$ cat src/rtl/tick_bcd_timer.sv
// Three-digit BCD event timer advanced by prescaled tick pulses from an upstream decade counter.
// The alarm and wrap pulses are registered with the count, so they appear on the same edge as bcd_out.
module tick_bcd_timer #(
  parameter int unsigned PRESCALE = 1
) (
  input  logic        clk,
  input  logic        rstn,
  input  logic        tick,
  input  logic        start,
  input  logic        stop,
  input  logic        clear,
  input  logic        load_en,
  input  logic [11:0] load_val,
  input  logic [11:0] alarm_val,
  output logic [11:0] bcd_out,
  output logic        running,
  output logic        wrap,
  output logic        alarm
);

  typedef enum logic [1:0] {StIdle, StRun, StPause} state_e;

  localparam logic [3:0] PresLast = 4'(PRESCALE - 1);

  state_e      state_q, state_d;
  logic [3:0]  presc_q, presc_d;
  logic [11:0] count_q, count_d;
  logic        wrap_q, wrap_d;
  logic        alarm_q, alarm_d;

  logic [11:0] count_inc;
  logic        inc_wrap;
  logic        load_ok;
  logic        count_tick;

  // BCD increment with digit carry; 999 rolls to 000.
  always_comb begin
    count_inc = count_q;
    inc_wrap  = 1'b0;
    if (count_q[3:0] == 4'd9) begin
      count_inc[3:0] = 4'd0;
      if (count_q[7:4] == 4'd9) begin
        count_inc[7:4] = 4'd0;
        if (count_q[11:8] == 4'd9) begin
          count_inc[11:8] = 4'd0;
          inc_wrap        = 1'b1;
        end else begin
          count_inc[11:8] = count_q[11:8] + 4'd1;
        end
      end else begin
        count_inc[7:4] = count_q[7:4] + 4'd1;
      end
    end else begin
      count_inc[3:0] = count_q[3:0] + 4'd1;
    end
  end

  assign load_ok    = (load_val[3:0] <= 4'd9) && (load_val[7:4] <= 4'd9) &&
                      (load_val[11:8] <= 4'd9);
  // A tick in the start cycle is dropped because state_q is not yet StRun.
  assign count_tick = (state_q == StRun) && tick && !clear && !load_en;

  always_comb begin
    state_d = state_q;
    presc_d = presc_q;
    count_d = count_q;
    wrap_d  = 1'b0;
    alarm_d = 1'b0;

    if (clear) begin
      count_d = 12'h000;
      presc_d = 4'd0;
    end else if (load_en) begin
      if (load_ok) begin
        count_d = load_val;
        presc_d = 4'd0;
      end
    end else if (count_tick) begin
      if (presc_q == PresLast) begin
        presc_d = 4'd0;
        count_d = count_inc;
        wrap_d  = inc_wrap;
        alarm_d = (count_inc == alarm_val);
      end else begin
        presc_d = presc_q + 4'd1;
      end
    end

    if (clear) begin
      state_d = StIdle;
    end else if (!load_en) begin
      if (stop) begin
        if (state_q == StRun) state_d = StPause;
      end else if (start) begin
        if (state_q != StRun) state_d = StRun;
      end
    end
  end

  always_ff @(posedge clk) begin
    if (!rstn) begin
      state_q <= StIdle;
      presc_q <= 4'd0;
      count_q <= 12'h000;
      wrap_q  <= 1'b0;
      alarm_q <= 1'b0;
    end else begin
      state_q <= state_d;
      presc_q <= presc_d;
      count_q <= count_d;
      wrap_q  <= wrap_d;
      alarm_q <= alarm_d;
    end
  end

  assign bcd_out = count_q;
  assign running = (state_q == StRun);
  assign wrap    = wrap_q;
  assign alarm   = alarm_q;

endmodule

$ cat config.mk
export PLATFORM = sky130hd
export DESIGN_NAME = tick_bcd_timer
export DESIGN_NICKNAME = d
export VERILOG_FILES = /design/src/rtl/tick_bcd_timer.sv
export SDC_FILE = /design/constraint.sdc
export NUM_CORES = 1
export LEC_CHECK = 0
export ABC_CLOCK_PERIOD_IN_PS = 4690
export CELL_PAD_IN_SITES_DETAIL_PLACEMENT = 0
export CELL_PAD_IN_SITES_GLOBAL_PLACEMENT = 1
export CORE_MARGIN = 5
export CORE_UTILIZATION = 48
export CTS_CLUSTER_DIAMETER = 80
export CTS_CLUSTER_SIZE = 16
export DETAILED_ROUTE_END_ITERATION = 8
export DONT_BUFFER_PORTS = 1
export GPL_TIMING_DRIVEN = 1
export PLACE_DENSITY_LB_ADDON = 0.1
export SLEW_MARGIN = 5
export SYNTH_ARGS = -nofsm -noshare
export SYNTH_HDL_FRONTEND = slang
export SYNTH_SLANG_ARGS = --single-unit
$ cat constraint.sdc
create_clock -name clk -period 4.69 [get_ports clk]
set_clock_uncertainty 0.1 [all_clocks]
set_input_delay 0.938 -clock clk [delete_from_list [all_inputs] [get_ports clk]]
set_output_delay 0.938 -clock clk [all_outputs]
set_load 0.02 [all_outputs]
### Word level (Yosys, flattened, before mapping)

Cells that the tools add are included.

* memories: 0
* input bits: 31
* flip-flop bits (word level): 20
* RAM bits: 0
* bits in latches: 0
* ROM bits: 0
* word-level logic and storage cells: 62
* output and inout bits: 15

* eq/ne operators: 8
* $mul: 0
* magnitude comparators: 3
* div/mod/pow operators: 0
* muxes and demuxes: 18
* bitwise gates (word level): 6
* $add $sub $neg: 4
* reduce and logical (&&, ||, !) cells: 18
* shift-type cells: 0

Operator list (number)
* $mux 12: 4
* $mux 4: 8
* $add 4x1->4 const B: 4
* $eq 12x12->1: 1
* $eq 4x4->1 const B: 3
* $le 4x4->1 const B: 3
* $mux 2: 4
* $mux 8: 1
* $reduce_bool 2->1: 4
* $reduce_or 7->1: 1
* $ne 2x1->1 const B: 3
* $not 1->1: 6
* $logic_and 1x1->1: 5
* $reduce_or 5->1: 1
* $logic_not 4->1: 1
* $reduce_and 4->1: 1
* $reduce_and 3->1: 1
* $eq 2x1->1 const B: 1
* $logic_not 1->1: 2
* $reduce_and 2->1: 1
* $reduce_or 2->1: 1
* $mux 1: 1

### Longest topological paths before layout

Gate-level depths: netlist of run 1.

* word-level depth: 7
* gate-level depth with buffers: 9
* mapped depth without buffers: 8

### Worst setup path before layout of run 1

No wires, ideal clock.

* kind: in2reg
* from: input load_en
* to: register alarm_q, in the netlist alarm
* required time: 4502 ps
* path buffers: 1
* setup time: 88 ps
* stages on the path: 7
* arrival time: 2265 ps
* setup slack: 2237 ps
* cell sequence: buf_6 nor4b_4 nand4_1 or2_2 a221oi_2 o2111ai_1 nor4_2

* word-level cells in the longest chain between the ends: 4

Ends and longest elaborated chain
* start: declaration: RTL line 12 `input logic load_en,`
* $logic_not 1->1
* $logic_and 1x1->1: RTL line 61 `assign count_tick = (state_q == StRun) && tick && !clear && !load_en;`
* $not 1->1 (no line)
* $reduce_or 5->1 (no line) (*)
* end signal: assignment: RTL line 112 `alarm_q <= alarm_d;`
* end: declaration: RTL line 29 `logic alarm_q, alarm_d;`

Every way passes the cells marked *; elsewhere a longest branch is shown, timed or not.
A chain may end at the register's enable or synchronous reset.

### Worst setup path in the final report of run 1

* from: register count_q[0], in the netlist bcd_out[0]
* to: register alarm_q, in the netlist alarm

* word-level cells in the longest chain between the ends: 3
* elaborated cells between the ends (all ways): 5
* those cells by class: 1 x add/sub; 2 x eq/ne; 2 x mux

Ends and longest elaborated chain
* start: declaration: RTL line 27 `logic [11:0] count_q, count_d;`
* start signal: assignment: RTL line 110 `count_q <= count_d;`
* $add 4x1->4 or $eq 4x4->1 (tied branches): RTL line 54, 40
* $mux 4 or $mux 8 (tied branches): RTL line 40 `if (count_q[3:0] == 4'd9) begin`
* $eq 12x12->1 (*): RTL line 83 `alarm_d = (count_inc == alarm_val);`

Marks and branches as above.

==> flow_metrics.py, run 1 <==
metrics = {
    "status": {
        "status": "finished clean",
    },
    "power": {
        "leakage_nw": 0.474,
        "worst_ir_drop_vdd_uv": 137,
        "total_power_mw": 0.316,
        "power_density_normalized_to_cell_area_nw_per_um2": 201,
    },
    "floorplan": {
        "std_cell_rows": 20,
        "core-area_um2": 3080,
        "initial_core_util": 0.504,
        "design.die.area_um2": 4470,
        "die_h_um": 66.9,
        "io-pin-count": 46,
        "die_x_um": 66.9,
    },
    "critical_path": {
        "worst_ep_required_time_ns": 4.82,
        "worstReg2RegStart": "bcd_out[0]$_SDFFE_PP0P_",
        "cp-start-kind": "register",
        "end_kind": "register",
        "worst-r2r-cell-count": 5,
        "r2r_setup_slack_ns": 2.11,
        "critical_path_fanout_max": 11,
        "critPathLaunch": "bcd_out[0]$_SDFFE_PP0P_",
        "crit-reg2reg-capture": "alarm$_SDFF_PP0_",
        "worst-setup-path-type": "reg2reg",
        "worst-endpoint-arrival_ns": 2.71,
    },
    "clocking": {
        "cts_resized": 0,
        "cts_buffers": 3,
        "holdBufCountCts": 0,
        "clkLatencyLatePin_ns": 0.31,
        "clock_transition_at_the_registers_of_the_reported_paths_ns": 0.11,
        "post_cts.repair.setup_buffers": 0,
        "clock-root-buffer": "clkbuf_4",
        "clock_tree.buffer_depth": 2,
        "cts.sink_count": 20,
        "tritoncts": "built",
        "cts-htree-levels": 1,
    },
    "sta": {
        "setup_viol": 0,
        "worst_pin_slew_ns": 0.745,
        "share_of_the_clock_period_used_by_the_worst_path_after_layout": 0.551,
        "timing.final.crit_period_ns": 2.58,
        "maxClockFrequency_mhz": 387,
        "layout_setup_ws_ns": 2.11,
        "number_of_max_slew_violations_in_the_final_report": 0,
        "slew_headroom": 0.503,
        "rsz0062_at_grt": "no",
        "finalSetupTns_ns": 0,
        "report.final.hold_viol_count": 0,
    },
    "global_routing": {
        "grt_overflow_total": 0,
        "pin_count_of_the_biggest_net_entering_global_routing": 29,
        "grt_pass1_wl_mm": 6.82,
        "grt_pass1_vias": 1487,
        "grt_antenna_before_repair": 0,
        "grt.total_usage": 0.198,
    },
    "final_layout": {
        "final_stage_net_count": 234,
        "drive_gt1_frac": 0.0606,
        "fillers": 321,
        "area_growth_syn_to_layout_pct": 1.29,
        "antenna_cells": 0,
    },
    "placement": {
        "hpwlAfterDp_mm": 3.03,
        "gp_congestion": 0.774,
        "number_of_input_and_output_port_buffers_inserted": 0,
        "dp_worst_setup_slack_ns": 2.04,
    },
    "run": {
        "max-cap-violations": 0,
    },
    "yosys": {
        "post_synth_instance_area_um2": 1550,
        "synthTopCellsByArea": "dfxtp_1 26%, a21oi_1 6.8%, nand2_1 6.5%",
        "syn_avg_cell_area_um2": 7.46,
        "netlist-cell-type-count": 46,
        "yosysTopAreaCell": "dfxtp_1",
        "yosysSeqAreaShare": 0.258,
        "asyncSetResetFlopFracSynth": 0,
        "synthesis.nets": 243,
        "synth_top_flop_cell": "dfxtp_1",
        "syn_inst": 208,
        "synth_seq_cells": 20,
        "synth_top_area_frac": 0.258,
        "yosys_warnings": 0,
        "synth_edf_count": 0,
    },
    "detailed_routing": {
        "vias_per_cell": 5.94,
        "wire_per_inst_um": 16.6,
        "detailroute.via_count": 1437,
        "detailedRoute.firstPassIterationCount": 4,
        "drc": 0,
        "postRouteAntennaNets": 0,
        "wirelength_mm": 4.02,
        "drtIter0Drc": 139,
    },
    "worst_hold_path": {
        "min_delay_worst_endpoint": "state_q[0]$_SDFFE_PP0P_",
        "min_path_cells": 2,
        "min_from": "state_q[0]$_SDFFE_PP0P_",
        "worst_hold_path_type": "reg2reg",
    },
}
cell families after synthesis:
group	after synthesis	share of synthesized area
buf+inv	21	0.0629
simple gates	86	0.298
fa+ha+maj	4	0.0323
flops	20	0.258
mux	4	0.0258
xor+xnor	16	0.0903
compound gates	57	0.233
per-layer routing:
layer	vias to the layer above	GRT usage	wire length (µm)
met5	-	0	0
met1	672	0.247	1760
li1	724	-	-
met3	4	0.0506	323
met2	37	0.338	1910
met4	0	0.0456	32
cells in the mapped netlist, types with 2 or more instances:
cell	instances
nand2b_1	6
buf_2	3
nor2b_1	5
o31ai_1	3
clkbuf_1	9
and2_1	2
xnor2_1	10
or2_2	2
nor4_1	3
dfxtp_1	20
nand4_1	4
ha_1	4
mux2i_1	4
o211ai_1	2
nor2_1	13
xor2_1	6
nor3_1	9
nand3_1	6
o21ai_0	16
inv_1	7
nand3b_1	2
a21oi_1	21
nand2_1	27
buf_6	2
where the power goes:
| part | total, mW | switching [mW] | internal (mW) | leakage (nW) |
|---|---|---|---|---|
| clock network | 0.102 | 0.0545 | 0.0475 | 0.0210 |
| registers | 0.176 | 0.00478 | 0.171 | 0.161 |
| logic | 0.0376 | 0.0212 | 0.0164 | 0.292 |
| total | 0.316 | 0.0805 | 0.235 | 0.474 |
how the worst max path moves through the flow:
| stage | end | slack [ns] | cells after the start |
|---|---|---|---|
| after global placement | alarm$_SDFF_PP0_ | 2.12 | 5 |
| after floorplan | alarm$_SDFF_PP0_ | 2.24 | 7 |
| final | alarm$_SDFF_PP0_ | 2.11 | 5 |
| after global routing | alarm$_SDFF_PP0_ | 1.87 | 5 |
| after CTS | alarm$_SDFF_PP0_ | 2.10 | 5 |
| after detailed placement | alarm$_SDFF_PP0_ | 2.04 | 5 |
cell usage in the layout (no fill, tap or decap), drive strengths merged, types with 2 or more instances in the layout:
master / Yosys / final
or2: 3 / 3
o21ai: 16 / 16
nand4: 4 / 4
xor2: 6 / 6
o211ai: 2 / 2
ha: 4 / 4
a221oi: 2 / 2
nand2b: 6 / 6
inv: 7 / 7
dfxtp: 20 / 20
nand3b: 2 / 2
o31ai: 3 / 3
and2: 2 / 2
nor2: 13 / 13
a21oi: 21 / 21
xnor2: 10 / 10
nor2b: 5 / 5
clkbuf: 9 / 4
nand2: 27 / 27
nor3: 9 / 9
nand3: 6 / 6
mux2i: 4 / 4
nor4: 4 / 4
nor4b: 2 / 2
o311ai: 2 / 2
cell type report:
class	instances	area (µm²)	area share
inverters	7	26.3	0.0167
well taps	44	55.1	0.0350
clock buffers	4	36.3	0.0231
flip-flops and latches	20	400	0.255
multi-input cells	167	1050	0.670
critical path, cell delays in order (launching register included):
cell and delay (ns):
dfxtp_1 0.68, nand4bb_1 0.43, o311ai_0 0.69, xnor2_1 0.20
nand4_1 0.12, nor4_2 0.29
registers in the layout, indices dropped and copies added, names as in the netlist:
register  cells
alarm         1
bcd_out      12
presc_q       4
state_q       2
wrap          1
stage by stage:
stage / instances / hold slack [ns] / utilization / instance area [µm²]
final: 242 / 0.450 / 0.511 / 1570
after global routing: 242 / 0.483 / 0.511 / 1570
after CTS: 242 / 0.459 / 0.511 / 1570
after detailed placement: 238 / 0.442 / 0.499 / 1540
after global placement: 238 / 0.398 / 0.499 / 1540
after floorplan: 208 / 0.384 / - / 1550
No activity file was read; power rests on OpenSTA's default activity.
==> run 2, diff against run 1 <==
Settings changed: ABC_CLOCK_PERIOD_IN_PS 4690 to 2500, CORE_UTILIZATION 48 to 44.
Clock period 4.69 ns to 2.5 ns, I/O delays scaled along.
==> run 2 against run 1 <==
  * Sequential power up 86%
  * Setup slack lost 1.7 ns
  * Power is 91% higher
  * Final cell count grew 4.5%
  * Sequential share of layout area fell by 1.1 points
  * Worst hold slack got worse by 0.22 ns
  * Sequential cell count is the same
  * Die area increased by 7.7%
  * Critical path depth unchanged
  * Combinational power increased by 110%
  * Clock power is 96% higher
  * Count of clock-buffer cells in the layout did not move
  * Critical path type unchanged
  * Critical endpoint unchanged
==> flow_metrics.py, run 2 (synthesis gave the netlist of run 1 again) <==
metrics = {
    "global_routing": {
        "grt_pass1_vias": 1447,
        "groute.layer.met3.usage": 0.0536,
        "grt_util_met1": 0.227,
        "grt_antenna_before_repair": 0,
        "grt_pass1_wl_mm": 7.14,
        "pin_count_of_the_biggest_net_entering_global_routing": 29,
        "grt.total_usage": 0.176,
        "globalRoute.busiestLayer": "met2",
        "grt_overflow_total": 0,
        "globalRouteMet2Util": 0.290,
    },
    "worst_hold_path": {
        "min_delay_worst_endpoint": "bcd_out[0]$_SDFFE_PP0P_",
        "worst_hold_path_type": "in2reg",
        "min_path_cells": 2,
        "min_from": "load_val[0]",
    },
    "clocking": {
        "tritoncts": "built",
        "clock_tree.buffer_depth": 2,
        "cts-htree-levels": 1,
        "cts_buffers": 3,
        "clock_transition_at_the_registers_of_the_reported_paths_ns": 0.13,
        "holdBufCountCts": 0,
        "clock-root-buffer": "clkbuf_4",
        "post_cts.repair.setup_buffers": 0,
        "cts.sink_count": 20,
        "clkLatencyLatePin_ns": 0.30,
        "cts_resized": 0,
    },
    "placement": {
        "number_of_input_and_output_port_buffers_inserted": 0,
        "hpwlAfterDp_mm": 3.23,
        "numPlacedInstances": 249,
        "gp_congestion": 0.894,
    },
    "power": {
        "power_density_normalized_to_cell_area_nw_per_um2": 368,
        "total_power_mw": 0.604,
        "leakage_nw": 0.521,
        "worst_ir_drop_vdd_uv": 199,
    },
    "final_layout": {
        "drive_gt1_frac": 0.101,
        "largest_reg_flops": 12,
        "final_cells": 253,
        "final_cell_mix": "27 x nand2_1, 21 x a21oi_1, 20 x dfxtp_1",
        "most_frequent_standard_cell_in_the_layout_excluding_fill_and_tap_cells": "nand2_1",
        "antenna_cells": 0,
        "final_stage_net_count": 243,
        "area_growth_syn_to_layout_pct": 5.81,
    },
    "floorplan": {
        "design.die.area_um2": 4810,
        "die_h_um": 69.4,
        "initial_core_util": 0.461,
        "io-pin-count": 46,
        "std_cell_rows": 21,
        "core-area_um2": 3360,
        "die_x_um": 69.4,
    },
    "critical_path": {
        "r2r_setup_slack_ns": 0.36,
        "cp-start-kind": "register",
        "critical_path_fanout_max": 8,
        "worst-r2r-cell-count": 5,
        "worst-setup-path-type": "reg2reg",
        "worstReg2RegStart": "bcd_out[7]$_SDFFE_PP0P_",
        "crit-reg2reg-capture": "alarm$_SDFF_PP0_",
        "worst-endpoint-arrival_ns": 2.26,
        "crit_slowest_cell": "dfxtp_1",
        "critical_path_cell_by_cell": "nand4b_1 -> or2_0 -> o311ai_2 -> o2111ai_1 -> nor4_2",
        "end_kind": "register",
        "worst_path_largest_cell_delay_ns": 0.59,
        "worst_ep_required_time_ns": 2.63,
    },
    "detailed_routing": {
        "wire_per_inst_um": 16.7,
        "detailroute.via_count": 1502,
        "wirelength_mm": 4.22,
        "drc": 0,
        "postRouteAntennaNets": 0,
        "drtIter0Drc": 107,
        "detailedRoute.firstPassIterationCount": 4,
        "vias_per_cell": 5.94,
    },
    "status": {
        "status": "finished clean",
    },
    "run": {
        "max-cap-violations": 0,
    },
    "sta": {
        "report.final.hold_viol_count": 0,
        "share_of_the_clock_period_used_by_the_worst_path_after_layout": 0.855,
        "setup_viol": 0,
        "maxClockFrequency_mhz": 468,
        "timing.final.crit_period_ns": 2.14,
        "worst_pin_slew_ns": 0.544,
        "slew_headroom": 0.633,
        "finalSetupTns_ns": 0,
        "number_of_max_slew_violations_in_the_final_report": 0,
        "rsz0062_at_grt": "no",
    },
}
-- run 2: cell types whose count changed in the layout (fill, tap and decap cells not counted), sizes merged --
cell	change
buf	+9
-- run 2: layer usage --
layer  share of wire  wire [µm]
met5               0          0
met3           0.074        313
met1            0.46       1930
met2            0.46       1940
met4          0.0085         36
-- run 2: where the power goes --
group | internal, mW | total, mW | switching [mW]
registers | 0.322 | 0.327 | 0.00533
clock network | 0.0887 | 0.200 | 0.111
logic | 0.0331 | 0.0777 | 0.0445
total | 0.444 | 0.604 | 0.161
-- run 2: worst max path at each step --
stage	endpoint	depth (start not counted)	slack (ns)	startpoint
global route	alarm$_SDFF_PP0_	5	0.19	bcd_out[7]$_SDFFE_PP0P_
global placement	alarm$_SDFF_PP0_	5	0.49	bcd_out[7]$_SDFFE_PP0P_
detailed placement	alarm$_SDFF_PP0_	6	0.43	load_en
floorplan	alarm$_SDFF_PP0_	7	0.41	bcd_out[4]$_SDFFE_PP0P_
CTS	alarm$_SDFF_PP0_	5	0.35	bcd_out[7]$_SDFFE_PP0P_
finish	alarm$_SDFF_PP0_	5	0.36	bcd_out[7]$_SDFFE_PP0P_
-- run 2: per-stage QoR --
stage / worst slack, ns / area, µm² / hold slack, ns / util
3_3_place_gp: 0.487 / 1610 / 0.412 / 0.477
2_1_floorplan: 0.414 / 1550 / 0.384 / -
3_5_place_dp: 0.431 / 1610 / 0.428 / 0.477
4_1_cts: 0.348 / 1640 / 0.224 / 0.488
5_1_grt: 0.192 / 1640 / 0.240 / 0.488
6_report: 0.363 / 1640 / 0.232 / 0.488
-- run 2: final cells by class --
cell class                      instances  area, µm²
Clock buffer                            4       36.3
Fill cell                             385       1720
Inverter                                7       26.3
Multi-Input combinational cell        167       1050
Sequential cell                        20        400
Tap cell                               46       57.6
Timing Repair Buffer                    9       67.6
-- run 2: critical path, delay by kind of cell, from the launching register on --
| kind | cells | cell delay [ns] |
|---|---|---|
| AO/OA/AOI/OAI | 2 | 0.52 |
| flip-flops | 1 | 0.59 |
| AND/OR/NAND/NOR | 3 | 0.84 |
